File: src/rtl/pixel_write_arbiter.sv
// Purpose: shares the pixelStore write port between brush stamps (1x1/3x3, clipped) and a full-canvas clear.
// Latency: request seen in IDLE at edge N -> ack/busy/first write in cycle N+1; one pixel per cycle after that.
// Backpressure: brushReq is held unacked while busy or while a clear is pending; clears always win in IDLE.
module pixel_write_arbiter #(
  parameter int         WIDTH    = 160,
  parameter int         HEIGHT   = 120,
  parameter logic [2:0] BG_COLOR = 3'b111
) (
  input  logic       clk,
  input  logic       reset,
  input  logic       brushReq,
  output logic       brushAck,
  input  logic [7:0] brushX,
  input  logic [7:0] brushY,
  input  logic [2:0] brushColor,
  input  logic       brushSize,
  input  logic       clearReq,
  output logic       busy,
  output logic       clearDone,
  output logic       brush,
  output logic [2:0] newColor,
  output logic [7:0] wx,
  output logic [7:0] wy
);

  typedef enum logic [1:0] {IDLE, STAMP, CLEAR} state_t;

  typedef struct packed {
    logic       ok;
    logic [7:0] x;
    logic [7:0] y;
  } pix_t;

  localparam logic [7:0] XMAX = 8'(WIDTH - 1);
  localparam logic [7:0] YMAX = 8'(HEIGHT - 1);
  // Stamp index 9 means "all offsets emitted"; a 1x1 stamp jumps straight to it.
  localparam logic [3:0] IDX_END = 4'd9;

  state_t     state_q, state_d;
  logic       pend_q, pend_d;
  logic [3:0] idx_q, idx_d;
  logic [7:0] sx_q, sx_d, sy_q, sy_d;
  logic [2:0] scol_q, scol_d;
  logic [7:0] cx_q, cx_d, cy_q, cy_d;
  logic       ack_q, ack_d, busy_q, busy_d, done_q, done_d, brush_q, brush_d;
  logic [2:0] col_q, col_d;
  logic [7:0] wx_q, wx_d, wy_q, wy_d;
  pix_t       pix;

  // Offset k of a 3x3 stamp (raster order, dy outer) around (cx,cy), clipped to the canvas.
  // Index 4 is the centre, which is also what a 1x1 stamp writes.
  function automatic pix_t stamp_pix(input logic [7:0] cx, input logic [7:0] cy,
                                     input logic [3:0] k);
    logic signed [8:0] ox, oy, px, py;
    pix_t p;
    case (k)
      4'd0, 4'd1, 4'd2: oy = -9'sd1;
      4'd3, 4'd4, 4'd5: oy = 9'sd0;
      default:          oy = 9'sd1;
    endcase
    case (k)
      4'd0, 4'd3, 4'd6: ox = -9'sd1;
      4'd1, 4'd4, 4'd7: ox = 9'sd0;
      default:          ox = 9'sd1;
    endcase
    px   = $signed({1'b0, cx}) + ox;
    py   = $signed({1'b0, cy}) + oy;
    // Negative and 256 both show up with bit 8 set, so they clip naturally.
    p.ok = !px[8] && !py[8] && ({1'b0, px[7:0]} < 9'(WIDTH)) && ({1'b0, py[7:0]} < 9'(HEIGHT));
    p.x  = p.ok ? px[7:0] : 8'd0;
    p.y  = p.ok ? py[7:0] : 8'd0;
    return p;
  endfunction

  // Next-state, arbitration and registered-output values.
  always_comb begin
    state_d = state_q;
    pend_d  = pend_q;
    idx_d   = idx_q;
    sx_d    = sx_q;
    sy_d    = sy_q;
    scol_d  = scol_q;
    cx_d    = cx_q;
    cy_d    = cy_q;
    ack_d   = 1'b0;
    done_d  = 1'b0;
    brush_d = 1'b0;
    col_d   = 3'd0;
    wx_d    = 8'd0;
    wy_d    = 8'd0;
    pix     = (state_q == IDLE) ? stamp_pix(brushX, brushY, brushSize ? 4'd0 : 4'd4)
                                : stamp_pix(sx_q, sy_q, idx_q);
    case (state_q)
      IDLE: begin
        if (clearReq || pend_q) begin
          state_d = CLEAR;
          pend_d  = 1'b0;
          cx_d    = 8'd0;
          cy_d    = 8'd0;
          brush_d = 1'b1;
          col_d   = BG_COLOR;
        end else if (brushReq) begin
          state_d = STAMP;
          ack_d   = 1'b1;
          sx_d    = brushX;
          sy_d    = brushY;
          scol_d  = brushColor;
          idx_d   = brushSize ? 4'd1 : IDX_END;
          brush_d = pix.ok;
          col_d   = pix.ok ? brushColor : 3'd0;
          wx_d    = pix.x;
          wy_d    = pix.y;
        end
      end
      STAMP: begin
        pend_d = pend_q | clearReq;
        if (idx_q == IDX_END) begin
          state_d = IDLE;
        end else begin
          idx_d   = idx_q + 4'd1;
          brush_d = pix.ok;
          col_d   = pix.ok ? scol_q : 3'd0;
          wx_d    = pix.x;
          wy_d    = pix.y;
        end
      end
      CLEAR: begin
        if (cx_q == XMAX && cy_q == YMAX) begin
          state_d = IDLE;
          done_d  = 1'b1;
        end else begin
          if (cx_q == XMAX) begin
            cx_d = 8'd0;
            cy_d = cy_q + 8'd1;
          end else begin
            cx_d = cx_q + 8'd1;
          end
          brush_d = 1'b1;
          col_d   = BG_COLOR;
          wx_d    = cx_d;
          wy_d    = cy_d;
        end
      end
      default: state_d = IDLE;
    endcase
    busy_d = (state_d != IDLE);
  end

  // State and output registers; reset aborts any stamp or clear in progress.
  always_ff @(posedge clk) begin
    if (reset) begin
      state_q <= IDLE;
      pend_q  <= 1'b0;
      idx_q   <= 4'd0;
      sx_q    <= 8'd0;
      sy_q    <= 8'd0;
      scol_q  <= 3'd0;
      cx_q    <= 8'd0;
      cy_q    <= 8'd0;
      ack_q   <= 1'b0;
      busy_q  <= 1'b0;
      done_q  <= 1'b0;
      brush_q <= 1'b0;
      col_q   <= 3'd0;
      wx_q    <= 8'd0;
      wy_q    <= 8'd0;
    end else begin
      state_q <= state_d;
      pend_q  <= pend_d;
      idx_q   <= idx_d;
      sx_q    <= sx_d;
      sy_q    <= sy_d;
      scol_q  <= scol_d;
      cx_q    <= cx_d;
      cy_q    <= cy_d;
      ack_q   <= ack_d;
      busy_q  <= busy_d;
      done_q  <= done_d;
      brush_q <= brush_d;
      col_q   <= col_d;
      wx_q    <= wx_d;
      wy_q    <= wy_d;
    end
  end

  assign brushAck  = ack_q;
  assign busy      = busy_q;
  assign clearDone = done_q;
  assign brush     = brush_q;
  assign newColor  = col_q;
  assign wx        = wx_q;
  assign wy        = wy_q;

endmodule

File: config.mk
export PLATFORM = sky130hd
export DESIGN_NAME = pixel_write_arbiter
export DESIGN_NICKNAME = d
export VERILOG_FILES = /design/src/rtl/pixel_write_arbiter.sv
export SDC_FILE = /design/constraint.sdc
export NUM_CORES = 1
export LEC_CHECK = 0
export CAP_MARGIN = 20
export CORE_MARGIN = 4
export CORE_UTILIZATION = 29
export CTS_CLUSTER_SIZE = 24
export DETAILED_ROUTE_END_ITERATION = 10
export PLACE_DENSITY = 0.59
export SETUP_SLACK_MARGIN = 0.2
export SLEW_MARGIN = 25
export SYNTH_ARGS = -nofsm -noshare
export SYNTH_HDL_FRONTEND = slang
export SYNTH_SLANG_ARGS = --single-unit
File: constraint.sdc
create_clock -name clk -period 3.7 [get_ports clk]
set_input_delay 0.37 -clock clk [delete_from_list [all_inputs] [get_ports clk]]
set_output_delay 0.37 -clock clk [all_outputs]
set_load 0.02 [all_outputs]
* After elaboration in Yosys (flattened, before gate mapping)
Cells that the tools add are included.
** Operators by class
- Bitwise operators :: 4
- Equality and inequality tests :: 24
- Muxes and demuxes :: 53
- Reduce and logical (&&, ||, !) cells :: 32
- Magnitude comparators :: 4
- Add/subtract/negate cells :: 7
** Operators by type and width (count)
- $mux W8 :: 17
- $pmux W9 S2 :: 4
- $pmux W8 S3 :: 2
- $add A9 B9 Y9 :: 4
- $pmux W8 S2 :: 2
- $reduce_or A3 Y1 :: 9
- $mux W3 :: 7
- $mux W17 :: 1
- $add A8 B1 Y8 const B :: 2
- $eq A4 B3 Y1 const B :: 4
- $lt A8 B7 Y1 const B :: 2
- $lt A8 B8 Y1 const B :: 2
- $mux W4 :: 4
- $eq A3 B3 Y1 const B :: 4
- $pmux W3 S3 :: 1
- $eq A4 B2 Y1 const B :: 2
- $eq A8 B7 Y1 const B :: 1
- $eq A8 B8 Y1 const B :: 1
- $logic_not A4 Y1 :: 2
- $mux W2 :: 4
- $ne A2 B2 Y1 const B :: 4
- $pmux W4 S2 :: 1
- $logic_and A1 B1 Y1 :: 7
- $mux W1 :: 7
- other kinds (21) :: 30
** Word-level totals
- Logic and storage cells :: 139
- Register bits after elaboration :: 65
- Output and inout bits :: 23

* Depth between registers and ports, before layout
- Word-level depth :: 15
- Depth in mapped cells :: 15
- Mapped depth without buffers :: 14

* Least setup slack after synthesis
OpenSTA, ideal clock, no wires.
- Kind :: reg2reg
- Start :: register idx_q[0]
- End :: register wx_q[2], in the netlist wx[2]
- Setup time :: 133 ps
- Slack :: 100 ps
- Stages on the path, launching flop included :: 14
- Data required time :: 3567 ps
- Clock period less this slack :: 3600 ps
- Arrival :: 3466 ps
- Cell sequence :: dfxtp_1 > inv_1 > ha_1 > nor3_1 > nor3_1 > ha_1 > and3_1 > a221o_1 > or2_1 > a31oi_1 > o221ai_1 > nand4_1 > buf_4 > o221ai_1
** Between the ends
- Longest elaborated chain between the ends :: 13
** Ends and longest elaborated chain
- from (decl) :: line 41 : logic [3:0] idx_q, idx_d;
- from (signal assigned) :: line 170 : idx_q <= idx_d;
- branches (longest 12 deep; another with $add A9 B9 Y9)
- $pmux W8 S3 (*) :: line 93 : case (state_q)
- to (signal assigned) :: line 181 : wx_q <= wx_d;
- to (decl) :: line 47 : logic [7:0] wx_q, wx_d, wy_q, wy_d;
Mark *: on every way between the ends.
A chain may end at the register's enable or synchronous reset.

* Worst setup path in the final report
- Start :: register idx_q[0]
- End :: register wy_q[0], in the netlist wy[0]
** Between the ends
- Longest elaborated chain between the ends :: 13
** Ends and longest elaborated chain
- branches (longest 12 deep; another with $add A9 B9 Y9)
- $pmux W8 S3 (*) :: line 93
- to (signal assigned) :: line 182 : wy_q <= wy_d;
- to (decl) :: line 47
Marks and branches as above.

==> results_dict.tcl <==
set metrics [dict create \
    via_count 4302 \
    synthSimpleGateAreaFrac 0.220 \
    viasPerCell 5.31 \
    die_width_um 132 \
    final_nets 683 \
    die_h_um 132 \
    peakVddDrop_mv 0.246 \
    reg2reg_depth 17 \
    crit_required_ps 3950 \
    ys_warn_count 0 \
    cp-startpoint "idx_q[0]" \
    initial_core_util 0.295 \
    hold_viol_final 0 \
    power.total_mw 2.70 \
    io_buffer_count 46 \
    synth_edf_count 0 \
    nFillCells 1510 \
    synth_ff_type "dfxtp_1" \
    cts-root-buf "clkbuf_16" \
    synthAdderAreaFrac 0.124 \
    critPathCaptureType "flip-flop" \
    postLayoutCoreUtil 0.387 \
    ioPinCount 47 \
    area_growth_pct 31.2 \
    firstDrtPassIters 4 \
    tightest_slew_ps 857 \
    grt_max_degree 45 \
    insertion_delay_ps 340 \
    wl_per_cell_um 16.6 \
    cts_max_path_buffers 2 \
    cts_buffers 9 \
    cts.sinks 65 \
    cts_tree "yes" \
    syn_area_um2 4470 \
    core_um2 15100 \
    setup_viol 0 \
    max_freq_ghz 0.281 \
    num_antenna_cells 0 \
    synth_cell_types 70 \
    synth_seq_cells 65 \
    wl_mm 13.4 \
    synth_compound_area_frac 0.240 \
    startpoint_type "flip-flop" \
    finalClockSkew_ps 7.19 \
    yosysSeqAreaShare 0.291 \
    gp_congestion 0.889 \
    final.period_utilization 0.961 \
    die-area_um2 17500 \
    hold_path_class "reg -> reg" \
    r2r_start "idx_q[0]" \
    hold_depth 2 \
    yosys.area_share.xor_xnor 0.0764 \
    antenna_found_initial 0 \
    min_from "scol_q[1]" \
    multi_input_area_um2 3150 \
    synth_async_sr_flop_share 0 \
    path_max_fanout 7 \
    min_period_ps 3560 \
    grtUsageTotal 0.148 \
    outcome "finished, final reports clean" \
    h-tree-depth 3 \
    grt_setup_unrepaired "true" \
    finalMaxSlewViolations 0 \
    r2r_slack_ps 140 \
    max-cap-violations 0 \
    syn_inst 555 \
    synth_top_family_by_area "compound AO/OA/AOI/OAI gates" \
    drtIter0Drc 272 \
    grt_pass1_wl_mm 20.9 \
    synth.area.mux_share 0.00476 \
    critPathKind "reg -> reg" \
    crit_arrival_ps 3810 \
    num_rows 45 \
    path_clk_slew_ps 60 \
    seq_area_um2 1310 \
    dp_hpwl_mm 9.71 \
    syn_nets 621 \
    leakage_nw 2.24 \
    post-route-drc-count 0 \
    drive_above_1_share 0.154 \
    overflow 0 \
    p_per_area_nw_per_um2 461 \
    syn_avg_cell_area_um2 8.05 \
    ant_nets 0 \
    relSlewSlack 0.426 \
    cts_hold_buf 0 \
    grt_pass1_vias 4216 \
]
## cells in the final DEF, fill, tap and decap left out, drive strengths merged, types with 3 or more instances in the layout
cell type      count
bufinv             4
inv               20
or3                7
nor3              23
fa                 4
buf               28
clkinv             3
xnor2             24
o31ai              3
o21ai             32
nand2b             4
or2                5
nor2b              3
nand2             70
a22oi              3
a211oi             6
nand3b             6
dfxtp             65
a41oi              7
a21o               9
o221ai             5
and3               6
clkbuf            10
o21bai             5
o21a               3
o211ai             6
nand4              8
nor4               4
ha                38
a21oi             57
clkdlybuf4s50     46
a31oi             10
nand3             20
xor2              15
nor2              33
## worst paths after layout
path	to
max	wy[0]
min	newColor[1]
max reg2reg	wy[0]
min reg2reg	newColor[1]
## metal layers
layer	track usage	wire length, µm	vias to the layer above
met1	0.179	5940	2036
li1	-	-	2148
met4	0.0688	490	0
met3	0.0298	421	30
met5	0	0	-
met2	0.253	6570	88
## area by class of cell
| type | instances | share of cell area |
|---|---|---|
| inverters | 20 | 0.0132 |
| clock inverters | 7 | 0.0243 |
| multi-input cells | 446 | 0.538 |
| clock buffers | 9 | 0.0384 |
| repair buffers | 75 | 0.124 |
| well taps | 188 | 0.0401 |
| flip-flops and latches | 65 | 0.223 |
## repair_timing
item,4_1_cts,5_1_grt
endpoints found under the hold margin,0,0
buffers inserted,7,9
gates cloned,1,0
resized for setup,23,21
pin swaps,14,15
endpoints found under the setup margin,19,19
## kinds of logic after synthesis
kind of cell | count (synthesis)
XOR/XNOR | 39
buffers and inverters | 44
AND/OR/NAND/NOR | 200
flip-flops | 65
AO/OA/AOI/OAI | 163
adder cells (fa/ha/maj) | 42
multiplexers | 2
## registers in the layout, indices dropped and copies added (netlist names)
signal and flops:
wx 8, idx_q 4, cy_q 8, newColor 3, pend_q 1, sx_q 8, brushAck 1, scol_q 3
brush 1, busy 1, clearDone 1, state_q 2, sy_q 8, cx_q 8, wy 8
## Yosys cell counts (6+ instances only)
master	instances	area share
xor2_1	15	0.029
xnor2_1	24	0.047
o21ai_0	26	0.029
nand3_1	19	0.021
nor3_1	23	0.026
clkbuf_1	17	0.014
a21o_1	8	0.013
or3_1	6	0.0084
a41oi_1	7	0.014
and3_1	6	0.0084
nand2_1	70	0.059
a21oi_1	57	0.064
nor2_1	32	0.027
nand4_1	8	0.011
inv_1	20	0.017
dfxtp_1	65	0.29
nand3b_1	6	0.010
o21ai_1	6	0.0067
a31oi_1	9	0.013
ha_1	38	0.11
## worst max-delay path: stages (launching register included)
cell,delay (ps)
dfxtp_2,330
inv_1,80
ha_2,240
nor4_4,230
nand2_1,100
a21o_1,190
ha_2,180
fa_2,370
a211oi_4,290
buf_4,170
o21ai_1,50
a31oi_1,210
xnor2_1,110
nor4b_2,320
nand4_1,160
buf_6,160
buf_12,130
o221ai_2,150
## through the flow
| stage | hold WS [ps] | worst slack [ps] | cell area (µm²) | cells | TNS [ps] |
|---|---|---|---|---|---|
| finish | 451 | 144 | 5860 | 810 | 0 |
| CTS | 456 | 207 | 5710 | 801 | 0 |
| detailed placement | 448 | -105 | 5170 | 777 | -385 |
| global placement | 439 | 31.0 | 5170 | 777 | 0 |
| global route | 476 | -0.229 | 5860 | 810 | -0.229 |
| floorplan | 433 | 243 | 4480 | 555 | 0 |
## report_power, final
group / internal (mW) / total, mW / switching [mW] / leakage [nW]
logic: 0.387 / 0.889 / 0.502 / 1.53
registers: 0.733 / 0.758 / 0.0256 / 0.529
clock network: 0.727 / 1.05 / 0.327 / 0.180
total: 1.85 / 2.70 / 0.855 / 2.24
No activity file was read; power rests on OpenSTA's default activity.
